## config.mk

```make
export PLATFORM = sky130hd
export DESIGN_NAME = mouse_quad_encoder
export DESIGN_NICKNAME = d
export VERILOG_FILES = /design/src/rtl/mouse_quad_encoder.sv
export SDC_FILE = /design/constraint.sdc
export NUM_CORES = 1
export LEC_CHECK = 0
export CAP_MARGIN = 20
export CORE_MARGIN = 3
export CORE_UTILIZATION = 37
export DETAILED_ROUTE_END_ITERATION = 8
export PLACE_DENSITY = 0.62
export SLEW_MARGIN = 20
export SYNTH_ARGS = -nofsm -noshare
export SYNTH_HDL_FRONTEND = slang
export SYNTH_SLANG_ARGS = --single-unit
```

## constraint.sdc

```tcl
create_clock -name clk_sys -period 11 [get_ports clk_sys]
set_input_delay 2.2 -clock clk_sys [delete_from_list [all_inputs] [get_ports clk_sys]]
set_output_delay 2.2 -clock clk_sys [all_outputs]
set_load 0.03 [all_outputs]
```

## src/rtl/mouse_quad_encoder.sv

```systemverilog
// PS/2 mouse packet deltas -> per-axis quadrature {A,B} spinner emulation.
// Saturating signed accumulators are drained one quadrature state per divider tick.
module mouse_quad_encoder #(
    parameter int unsigned          CHANNELS    = 1,
    parameter int unsigned          ACC_W       = 12,
    parameter int unsigned          STEP_DIV    = 2048,
    parameter int unsigned          SCALE_SHIFT = 0,
    parameter logic [CHANNELS-1:0]  INVERT      = '0
) (
    input  logic                    clk_sys,
    input  logic                    reset,
    input  logic [24:0]             ps2_mouse,
    input  logic                    clear,
    output logic [2*CHANNELS-1:0]   quad,
    output logic [CHANNELS-1:0]     busy
);

    localparam int unsigned DIV_W = (STEP_DIV > 1) ? $clog2(STEP_DIV) : 1;
    localparam int unsigned SUM_W = ACC_W + 2;
    localparam logic signed [SUM_W-1:0] MAX_S = SUM_W'((2 ** (ACC_W - 1)) - 1);
    localparam logic signed [SUM_W-1:0] MIN_S = -MAX_S;

    logic [DIV_W-1:0] div_cnt;
    logic             tick;
    logic             tog_d;
    logic             armed;
    logic             packet;
    logic             unused_ps2;

    assign unused_ps2 = ^ps2_mouse;
    assign tick       = (div_cnt == DIV_W'(STEP_DIV - 1));
    assign packet     = armed & (ps2_mouse[24] ^ tog_d);

    // Shared step divider and packet toggle tracking; arming skips the first sample.
    always_ff @(posedge clk_sys or negedge reset) begin
        if (!reset) begin
            div_cnt <= '0;
            tog_d   <= 1'b0;
            armed   <= 1'b0;
        end else begin
            div_cnt <= tick ? '0 : div_cnt + DIV_W'(1);
            tog_d   <= ps2_mouse[24];
            armed   <= 1'b1;
        end
    end

    for (genvar i = 0; i < int'(CHANNELS); i++) begin : g_ch
        logic [8:0]              delta;
        logic signed [ACC_W-1:0] d;
        logic signed [ACC_W-1:0] pos;
        logic signed [ACC_W-1:0] pos_next;
        logic signed [SUM_W-1:0] sum;
        logic signed [1:0]       s;
        logic                    step;
        logic [1:0]              q;
        logic [1:0]              q_next;
        logic                    busy_q;

        if (i == 0) begin : g_x
            assign delta = {ps2_mouse[4], ps2_mouse[15:8]};
        end else begin : g_y
            assign delta = {ps2_mouse[5], ps2_mouse[23:16]};
        end

        assign step = tick && (pos != '0);

        // Scaled/inverted delta, step direction and saturating accumulator update.
        always_comb begin
            d        = ACC_W'($signed(delta)) <<< SCALE_SHIFT;
            s        = 2'sd0;
            sum      = '0;
            pos_next = pos;
            q_next   = q;
            if (INVERT[i]) d = -d;
            if (step) s = pos[ACC_W-1] ? -2'sd1 : 2'sd1;
            sum = SUM_W'(pos) - SUM_W'(s) + (packet ? SUM_W'(d) : SUM_W'(0));
            if (sum > MAX_S)       pos_next = ACC_W'(MAX_S);
            else if (sum < MIN_S)  pos_next = ACC_W'(MIN_S);
            else                   pos_next = ACC_W'(sum);
            if (pos[ACC_W-1]) begin
                case (q)
                    2'b00:   q_next = 2'b01;
                    2'b01:   q_next = 2'b11;
                    2'b11:   q_next = 2'b10;
                    default: q_next = 2'b00;
                endcase
            end else begin
                case (q)
                    2'b00:   q_next = 2'b10;
                    2'b10:   q_next = 2'b11;
                    2'b11:   q_next = 2'b01;
                    default: q_next = 2'b00;
                endcase
            end
        end

        // Clear wins over packet and step but never disturbs the encoder phase.
        always_ff @(posedge clk_sys or negedge reset) begin
            if (!reset) begin
                pos    <= '0;
                q      <= 2'b11;
                busy_q <= 1'b0;
            end else if (clear) begin
                pos    <= '0;
                busy_q <= 1'b0;
            end else begin
                pos    <= pos_next;
                busy_q <= (pos_next != '0);
                if (step) q <= q_next;
            end
        end

        assign quad[2*i+1:2*i] = q;
        assign busy[i]         = busy_q;
    end

endmodule

```

# ---- Yosys cells after proc, flatten, opt, wreduce, memory -nomap -nowiden
# Cells that the tools add are included.
dict set report word_totals {
  ff_bits 28
  in_bits 28
  elab_cells 34
  output_inout_bits 3
}
dict set report classes {
  reduce_logical 5
  order_cmp 2
  muxes 11
  eq_ne 4
  add_sub_neg 3
  bitwise_logic 3
}
# operator count
set ops {}
lappend ops {{$mux 12} 3}
lappend ops {{$reduce_bool 12->1} 2}
lappend ops {{$add 13x14->14} 1}
lappend ops {{$gt 14x12->1 const B} 1}
lappend ops {{$lt 14x12->1 const B} 1}
lappend ops {{$mux 14} 1}
lappend ops {{$sub 12x2->13} 1}
lappend ops {{$pmux 2 s3} 2}
lappend ops {{$add 11x1->11 const B} 1}
lappend ops {{$eq 11x11->1 const B} 1}
lappend ops {{$mux 11} 1}
lappend ops {{$mux 2} 3}
lappend ops {{$eq 2x2->1 const B} 2}
lappend ops {{$eq 2x1->1 const B} 1}
lappend ops {{$logic_not 2->1} 1}
lappend ops {{$reduce_and 2->1} 1}
lappend ops {{$and 1x1->1} 1}
lappend ops {{$logic_and 1x1->1} 1}
lappend ops {{$mux 1} 1}
lappend ops {{$not 1->1} 1}
lappend ops {{$xor 1x1->1} 1}

# ---- Longest topological paths before layout
# Gate-level depths: netlist of run 1.
dict set report depth {
  depth_word 10
  ltp_mapped 19
  depth_no_buf 18
}

# ---- Worst setup path before layout of run 1
# OpenSTA, ideal clock, no wires.
dict set report synth_timing {
  path_type {input port to flip-flop}
  startpoint {input port ps2_mouse[24]}
  endpoint {register g_ch[0].busy_q, in the netlist busy}
  n_path_buf 1
  setup_ns 0.129
  cell_stages 13
  required_ns 10.871
  path_slack_ns 5.674
  t_arrival_ns 5.197
  path_cell_list {xor2_1 -> and2_1 -> clkbuf_1 -> nand2_1 -> fa_1 -> inv_1 -> ha_1 -> a211o_1 -> o211ai_2 -> a21oi_2 -> or4_4 -> and2_1 -> o41a_1}
}
dict set report synth_via {
  elab_chain_len 9
  elab_cells_between_ends 10
  cone_classes {add/sub (1); order compare (2); mux (4); bitwise (2); reduce/logical (1)}
}
# element line
set synth_rtl {}
lappend synth_rtl {{start, declared} 12} ;# input logic [24:0] ps2_mouse,
lappend synth_rtl {{$xor 1x1->1 *} 32} ;# assign packet = armed & (ps2_mouse[24] ^ tog_d);
lappend synth_rtl {{$and 1x1->1 *} 32}
lappend synth_rtl {{$mux 14 *} 76} ;# sum = SUM_W'(pos) - SUM_W'(s) + (packet ? SUM_W'(d) : SUM_W'(0));
lappend synth_rtl {{$add 13x14->14 *} 76}
lappend synth_rtl {{$lt 14x12->1} 78} ;# else if (sum < MIN_S) pos_next = ACC_W'(MIN_S);
lappend synth_rtl {{$mux 12} 78}
lappend synth_rtl {{$mux 12 *} 77} ;# if (sum > MAX_S) pos_next = ACC_W'(MAX_S);
lappend synth_rtl {{$reduce_bool 12->1 *} 108} ;# busy_q <= (pos_next != '0);
lappend synth_rtl {{$mux 1 *} 103} ;# end else if (clear) begin
lappend synth_rtl {{end signal, assigned} 108}
lappend synth_rtl {{end, declared} 57} ;# logic busy_q;
# Mark *: on every way between the ends. The rest lies on a longest branch, timed or not.
# A chain may end at the register's enable or synchronous reset.

# ---- Final worst setup path of run 1
dict set report layout_timing {
  startpoint {input port ps2_mouse[24]}
  endpoint {register g_ch[0].pos[9]}
}
dict set report layout_via {
  elab_chain_len 8
  elab_cells_between_ends 9
  cone_classes {add/sub (1); order compare (2); mux (4); bitwise (2)}
}
# element line
set layout_rtl {}
lappend layout_rtl {{$xor 1x1->1 *} 32}
lappend layout_rtl {{$and 1x1->1 *} 32}
lappend layout_rtl {{$mux 14 *} 76}
lappend layout_rtl {{$add 13x14->14 *} 76}
lappend layout_rtl {{$lt 14x12->1} 78}
lappend layout_rtl {{$mux 12} 78}
lappend layout_rtl {{$mux 12 *} 77}
lappend layout_rtl {{$mux 12 *} 103}
lappend layout_rtl {{end signal, assigned} 107} ;# pos <= pos_next;
lappend layout_rtl {{end, declared} 50} ;# logic signed [ACC_W-1:0] pos;
# Marked as above.

==> results.json, run 1 <==
{
  "io_pins": 31,
  "antenna_found_initial": 0,
  "hpwl_mm": 3.79,
  "numClockSinks": 28,
  "synth_most_common_cell": "inv_1",
  "critPathKind": "in -> reg",
  "timing.rr.end": "g_ch[0].pos[1]$_DFF_PN0_",
  "place_ws_ps": 4780,
  "grt_setup_unrepaired": "false",
  "synth_edf_count": 0,
  "grt_usage_pct": 13.3,
  "worstSetupEndpointType": "flip-flop",
  "wl_mm": 4.60,
  "final_max_slew_viol_count": 0,
  "routedWlPerCell_um": 13.5,
  "clk_latency_ps": 270,
  "drc_errors": 0,
  "grt_overflow": 0,
  "max_clock_freq_mhz": 171,
  "r2r_start": "div_cnt[0]$_DFF_PN0_",
  "post-cts-setup-buffer-count": 0,
  "yosysTopAreaCell": "dfrtp_1",
  "ant_nets": 0,
  "fp.dieH_um": 84.5,
  "use_met1_pct": 19.3,
  "synthDistinctLibCells": 50,
  "synth_seq_cells": 28,
  "drive_above_1_share_pct": 5.58,
  "nNetsFinal": 325,
  "tns_ps": 0,
  "via_per_inst": 5.12,
  "post_cts_resized": 0,
  "hold_buffers": 0,
  "outcome": "complete, no violations",
  "synth_ff_type": "dfrtp_1",
  "cp_num_buf_inv": 2,
  "initial_core_util_pct": 39.7,
  "worstHoldPathCells": 1,
  "numCtsBuffers": 3,
  "clkSlewWorstSetupHoldPaths_ps": 90,
  "synth_common_cells": "37 x inv_1, 26 x dfrtp_1, 23 x nand2_1",
  "ff2ff_setup_slack_ps": 6110,
  "diodes": 0,
  "start_kind": "input port",
  "worstPathRequired_ps": 11170,
  "clockBufferDepth": 2,
  "worst_path_max_delay_cell": "fa_1",
  "cp_max_fo": 8,
  "globalplace.congestion": 0.841,
  "synth_area_leaders": "dfrtp_1 29%, fa_1 9.7%, ha_1 8.8%",
  "p_per_area_nw_per_um2": 310,
  "h-tree-depth": 1,
  "cp_data_arrival_time_ps": 6030,
  "period_minus_slack_ps": 5860,
  "critPathLaunch": "ps2_mouse[24]",
  "grt_use_met3_pct": 2.75,
  "instances_no_fill": 341,
  "grt_max_degree": 29,
  "synth_warnings": 0,
  "syn_area_per_cell_sq_um": 9.01,
  "setup_viol": 0,
  "ys_seq_area_share_pct": 30.9,
  "grt_pass1_vias": 1685,
  "placed_cells": 337,
  "worstHoldPathType": "reg -> reg",
  "dr.pass1.iters": 4,
  "fin_util_pct": 44.7,
  "hold_violations": 0,
  "die_x_um": 84.5,
  "syn-cell-area_sq_um": 2280,
  "hold_ws_ps": 488,
  "min_to": "div_cnt[4]$_DFF_PN0_",
  "slew_headroom_pct": 63.0,
  "die_area_sq_um": 7140,
  "tightest_slew_ps": 554,
  "io_buffers": 15,
  "worst_slack_ps": 5140,
  "area_growth_pct": 12.6,
  "reg2reg_depth": 17,
  "hp-start": "div_cnt[4]$_DFF_PN0_",
  "syn-num-nets": 308,
  "met2_usage_pct": 21.2,
  "fillers": 586,
  "ir_worst_vdd_mv": 0.123,
  "crit_family": "simple AND/OR/NAND/NOR gates",
  "rows": 27,
  "cpPeakStageDelay_ps": 540,
  "finalClockSkew_ps": 0.969,
  "grt.busiest_layer": "met2",
  "synthCells": 253,
  "grt_pass1_wl_mm": 7.79,
  "ys_async_sr_fraction_pct": 100,
  "crit_chain": "clkdlybuf4s50_1, xor2_1, and2_1, nand2_1, fa_1, inv_1, ha_1, a21o_1, or4b_1, o21ai_1, nor2_1, a22o_1",
  "cts_tree": "built",
  "cts-root-buf": "clkbuf_8",
  "cap_violations": 0,
  "synth_top_cell_area_share_pct": 28.6,
  "num_vias": 1746,
  "core_sq_um": 5740,
  "post-route-period-util_pct": 53.3,
  "power_leakage_nw": 1.23,
  "drt_iter0_drc": 111
}
==> how the worst max path moves through the flow <==
stage | cells after the start | slack (ps) | to
final | 12 | 5140 | g_ch[0].pos[9]$_DFF_PN0_
after detailed placement | 12 | 4780 | g_ch[0].pos[9]$_DFF_PN0_
after floorplan | 13 | 5670 | busy$_DFF_PN0_
after global routing | 14 | 4750 | g_ch[0].pos[4]$_DFF_PN0_
after CTS | 12 | 5090 | g_ch[0].pos[9]$_DFF_PN0_
after global placement | 14 | 4880 | g_ch[0].pos[5]$_DFF_PN0_
==> cells in the final DEF, fill, tap and decap left out, drive strengths merged, types with 3 or more instances in the layout <==
cell	instances
inv	37
dfrtp	26
nand2	23
nor2	17
ha	16
clkdlybuf4s50	15
xor2	12
fa	11
a21oi	11
nand3	9
o21ai	8
a21o	7
xnor2	7
nor3	6
and3	6
and2	6
nand2b	5
clkbuf	4
nor4	3
nor3b	3
a2bb2oi	3
a211oi	3
==> flip-flops by register name, summed over array words and instances (netlist names) <==
signal and cells:
quad 2, g_ch.pos 12, armed 1, busy 1, div_cnt 11, tog_d 1
==> worst register-to-register path: stages (launching register included) <==
cell       delay (ps)
dfrtp_1           400
ha_1              230
nand2_1            90
nor3_1            290
and3_1            250
and2_1            270
nand2_1           140
inv_1             440
fa_1              520
inv_1              70
ha_1              260
nor2b_1           160
o2111ai_1         340
a211oi_1          210
or4_4             470
a21oi_2           320
or3_4             210
o311ai_1           90
==> cell type report <==
| type | instances | area (sq um) | share of cell area [%] |
|---|---|---|---|
| well taps | 72 | 90.1 | 3.51 |
| flip-flops and latches | 28 | 703 | 27.4 |
| inverters | 37 | 139 | 5.41 |
| multi-input cells | 184 | 1420 | 55.4 |
| repair buffers | 16 | 158 | 6.15 |
| clock buffers | 4 | 55.1 | 2.15 |
==> power by group <==
part | internal [mW] | switching [mW] | leakage, nW
registers | 0.127 | 0.0168 | 0.347
logic | 0.241 | 0.346 | 0.849
clock network | 0.0321 | 0.0316 | 0.0288
==> cells by family after synthesis <==
family          synth area share (%)
xor+xnor                        7.30
buf+inv                         6.81
fa+ha+maj                       18.5
compound gates                  15.1
mux                             1.43
flops                           30.9
simple gates                    19.9
other cells                    0.165
==> per-layer routing <==
metal  up-vias  wire length, um
met5         -                0
li1        892                -
met1       821             2300
met3         0              208
met4         0                0
met2        33             2090
==> per-stage QoR <==
step                      power [mW]  cell area [sq um]
after global routing           0.882               2560
after global placement         0.718               2510
after CTS                      0.797               2560
after detailed placement       0.732               2510
final                          0.794               2560
after floorplan                0.609               2280
Note: power is estimated with default switching activity, not from simulation.
==> run 2: changes to the inputs <==
==> constraint.sdc (replaced) <==
create_clock -name clk_sys -period 6.1 [get_ports clk_sys]
set_input_delay 1.22 -clock clk_sys [delete_from_list [all_inputs] [get_ports clk_sys]]
set_output_delay 1.22 -clock clk_sys [all_outputs]
set_load 0.03 [all_outputs]
==> run 2 against run 1 <==
  * Register-to-register slack worse by 4800 ps
  * Clock skew increased by 6.3 ps
  * Combinational power grew 79%
  * Cell area stayed put
  * First-iteration DRC count fell by 9.0%
  * Non-clock buffer count did not move
  * Die area unchanged
  * Wire length rose by 1.5%
  * Worst hold slack worse by 1.5 ps
  * Clock power rose by 78%
  * Via count up 1.6%
==> results.json, run 2 (synthesis gave the netlist of run 1 again) <==
{
  "outcome": "complete, no violations",
  "tightest_slew_ps": 553,
  "timing.rr.end": "g_ch[0].pos[1]$_DFF_PN0_",
  "drt_iter0_drc": 101,
  "antenna_found_initial": 0,
  "worstPathRequired_ps": 6270,
  "globalplace.congestion": 0.840,
  "cts-root-buf": "clkbuf_8",
  "grt_setup_unrepaired": "false",
  "grt_pass1_vias": 1677,
  "ir_worst_vdd_mv": 0.213,
  "max_clock_freq_mhz": 206,
  "largest_reg_flops": 12,
  "hpwl_mm": 3.86,
  "power_leakage_nw": 1.23,
  "numClockSinks": 28,
  "via_per_inst": 5.20,
  "place_area_sq_um": 2510,
  "num_vias": 1774,
  "ff2ff_setup_slack_ps": 1270,
  "final_common_cell": "inv_1",
  "r2r_start": "div_cnt[0]$_DFF_PN0_",
  "grt_max_degree": 29,
  "initial_core_util_pct": 39.7,
  "hold_buffers": 0,
  "core_sq_um": 5740,
  "clkSlewWorstSetupHoldPaths_ps": 90,
  "critPathKind": "in -> reg",
  "worstSetupEndpointType": "flip-flop",
  "nNetsFinal": 325,
  "grt_overflow": 0,
  "cp_max_fo": 8,
  "ant_nets": 0,
  "clk_latency_ps": 270,
  "post_cts_resized": 0,
  "cp-endpoint": "g_ch[0].pos[7]$_DFF_PN0_",
  "grt_usage_pct": 13.3,
  "cts_tree": "built",
  "fp.dieH_um": 84.5,
  "io_buffers": 15,
  "reg2reg_depth": 17,
  "diodes": 0,
  "io_pins": 31,
  "regMostFlops": "g_ch.pos",
  "dr.pass1.iters": 4,
  "cp_data_arrival_time_ps": 5030,
  "hp-start": "div_cnt[4]$_DFF_PN0_",
  "hold_ws_ps": 486,
  "routedWlPerCell_um": 13.7,
  "area_growth_pct": 12.6,
  "numCtsBuffers": 3,
  "die_x_um": 84.5,
  "cap_violations": 0,
  "clockBufferDepth": 2,
  "drc_errors": 0,
  "tns_ps": 0,
  "drive_above_1_share_pct": 5.58,
  "final_max_slew_viol_count": 0,
  "start_kind": "input port",
  "worstHoldPathType": "reg -> reg",
  "h-tree-depth": 1,
  "final_cell_mix": "37 x inv_1, 26 x dfrtp_1, 23 x nand2_1",
  "rows": 27,
  "period_minus_slack_ps": 4860,
  "postLayoutCellArea_sq_um": 2560,
  "post-route-period-util_pct": 79.6,
  "critPathLaunch": "ps2_mouse[24]",
  "setup_viol": 0,
  "finalClockSkew_ps": 7.28,
  "grt_pass1_wl_mm": 7.78,
  "wl_mm": 4.66,
  "hold_violations": 0,
  "fin_util_pct": 44.7,
  "die_area_sq_um": 7140,
  "p_per_area_nw_per_um2": 556,
  "post-cts-setup-buffer-count": 0,
  "slew_headroom_pct": 62.9
}
run 2: critical path: stages:
cell and delay, ps:
clkdlybuf4s50_1 490, xor2_1 170, and2_1 330, nand2_1 230
fa_1 550, inv_1 40, ha_1 380, a21o_1 250
or4b_1 460, o21ai_1 460, nor2_1 200, a22o_1 240
run 2: power by group:
| part | switching [mW] | leakage (nW) | internal, mW | total (mW) |
|---|---|---|---|---|
| clock network | 0.0556 | 0.0288 | 0.0578 | 0.113 |
| registers | 0.0305 | 0.347 | 0.228 | 0.259 |
| logic | 0.618 | 0.849 | 0.435 | 1.05 |
| total | 0.704 | 1.23 | 0.721 | 1.43 |
run 2: area by class of cell:
class	count	area [sq um]
tap	72	90.1
sequential	28	703
timing repair buffer	16	158
clock buffer	4	55.1
inverter	37	139
fill	585	3180
multi-input combinational	184	1420
run 2: how the worst min path moves through the flow:
| stage | to | cells past startpoint |
|---|---|---|
| detailed placement | div_cnt[4]$_DFF_PN0_ | 1 |
| global placement | div_cnt[4]$_DFF_PN0_ | 1 |
| global route | div_cnt[4]$_DFF_PN0_ | 1 |
| finish | div_cnt[4]$_DFF_PN0_ | 1 |
| floorplan | div_cnt[4]$_DFF_PN0_ | 1 |
| CTS | div_cnt[4]$_DFF_PN0_ | 1 |
run 2: per-layer routing:
metal  track usage, %  wire, um
met1             18.4      2310
met2             21.9      2200
met3             2.36       142
met4             2.59        19
met5                0         0
run 2: metrics by stage:
step,std cells,worst slack [ps],power [mW]
2_1_floorplan,253,1750,1.10
3_3_place_gp,337,959,1.29
3_5_place_dp,337,877,1.32
4_1_cts,341,1170,1.44
5_1_grt,341,888,1.57
6_report,341,1240,1.43
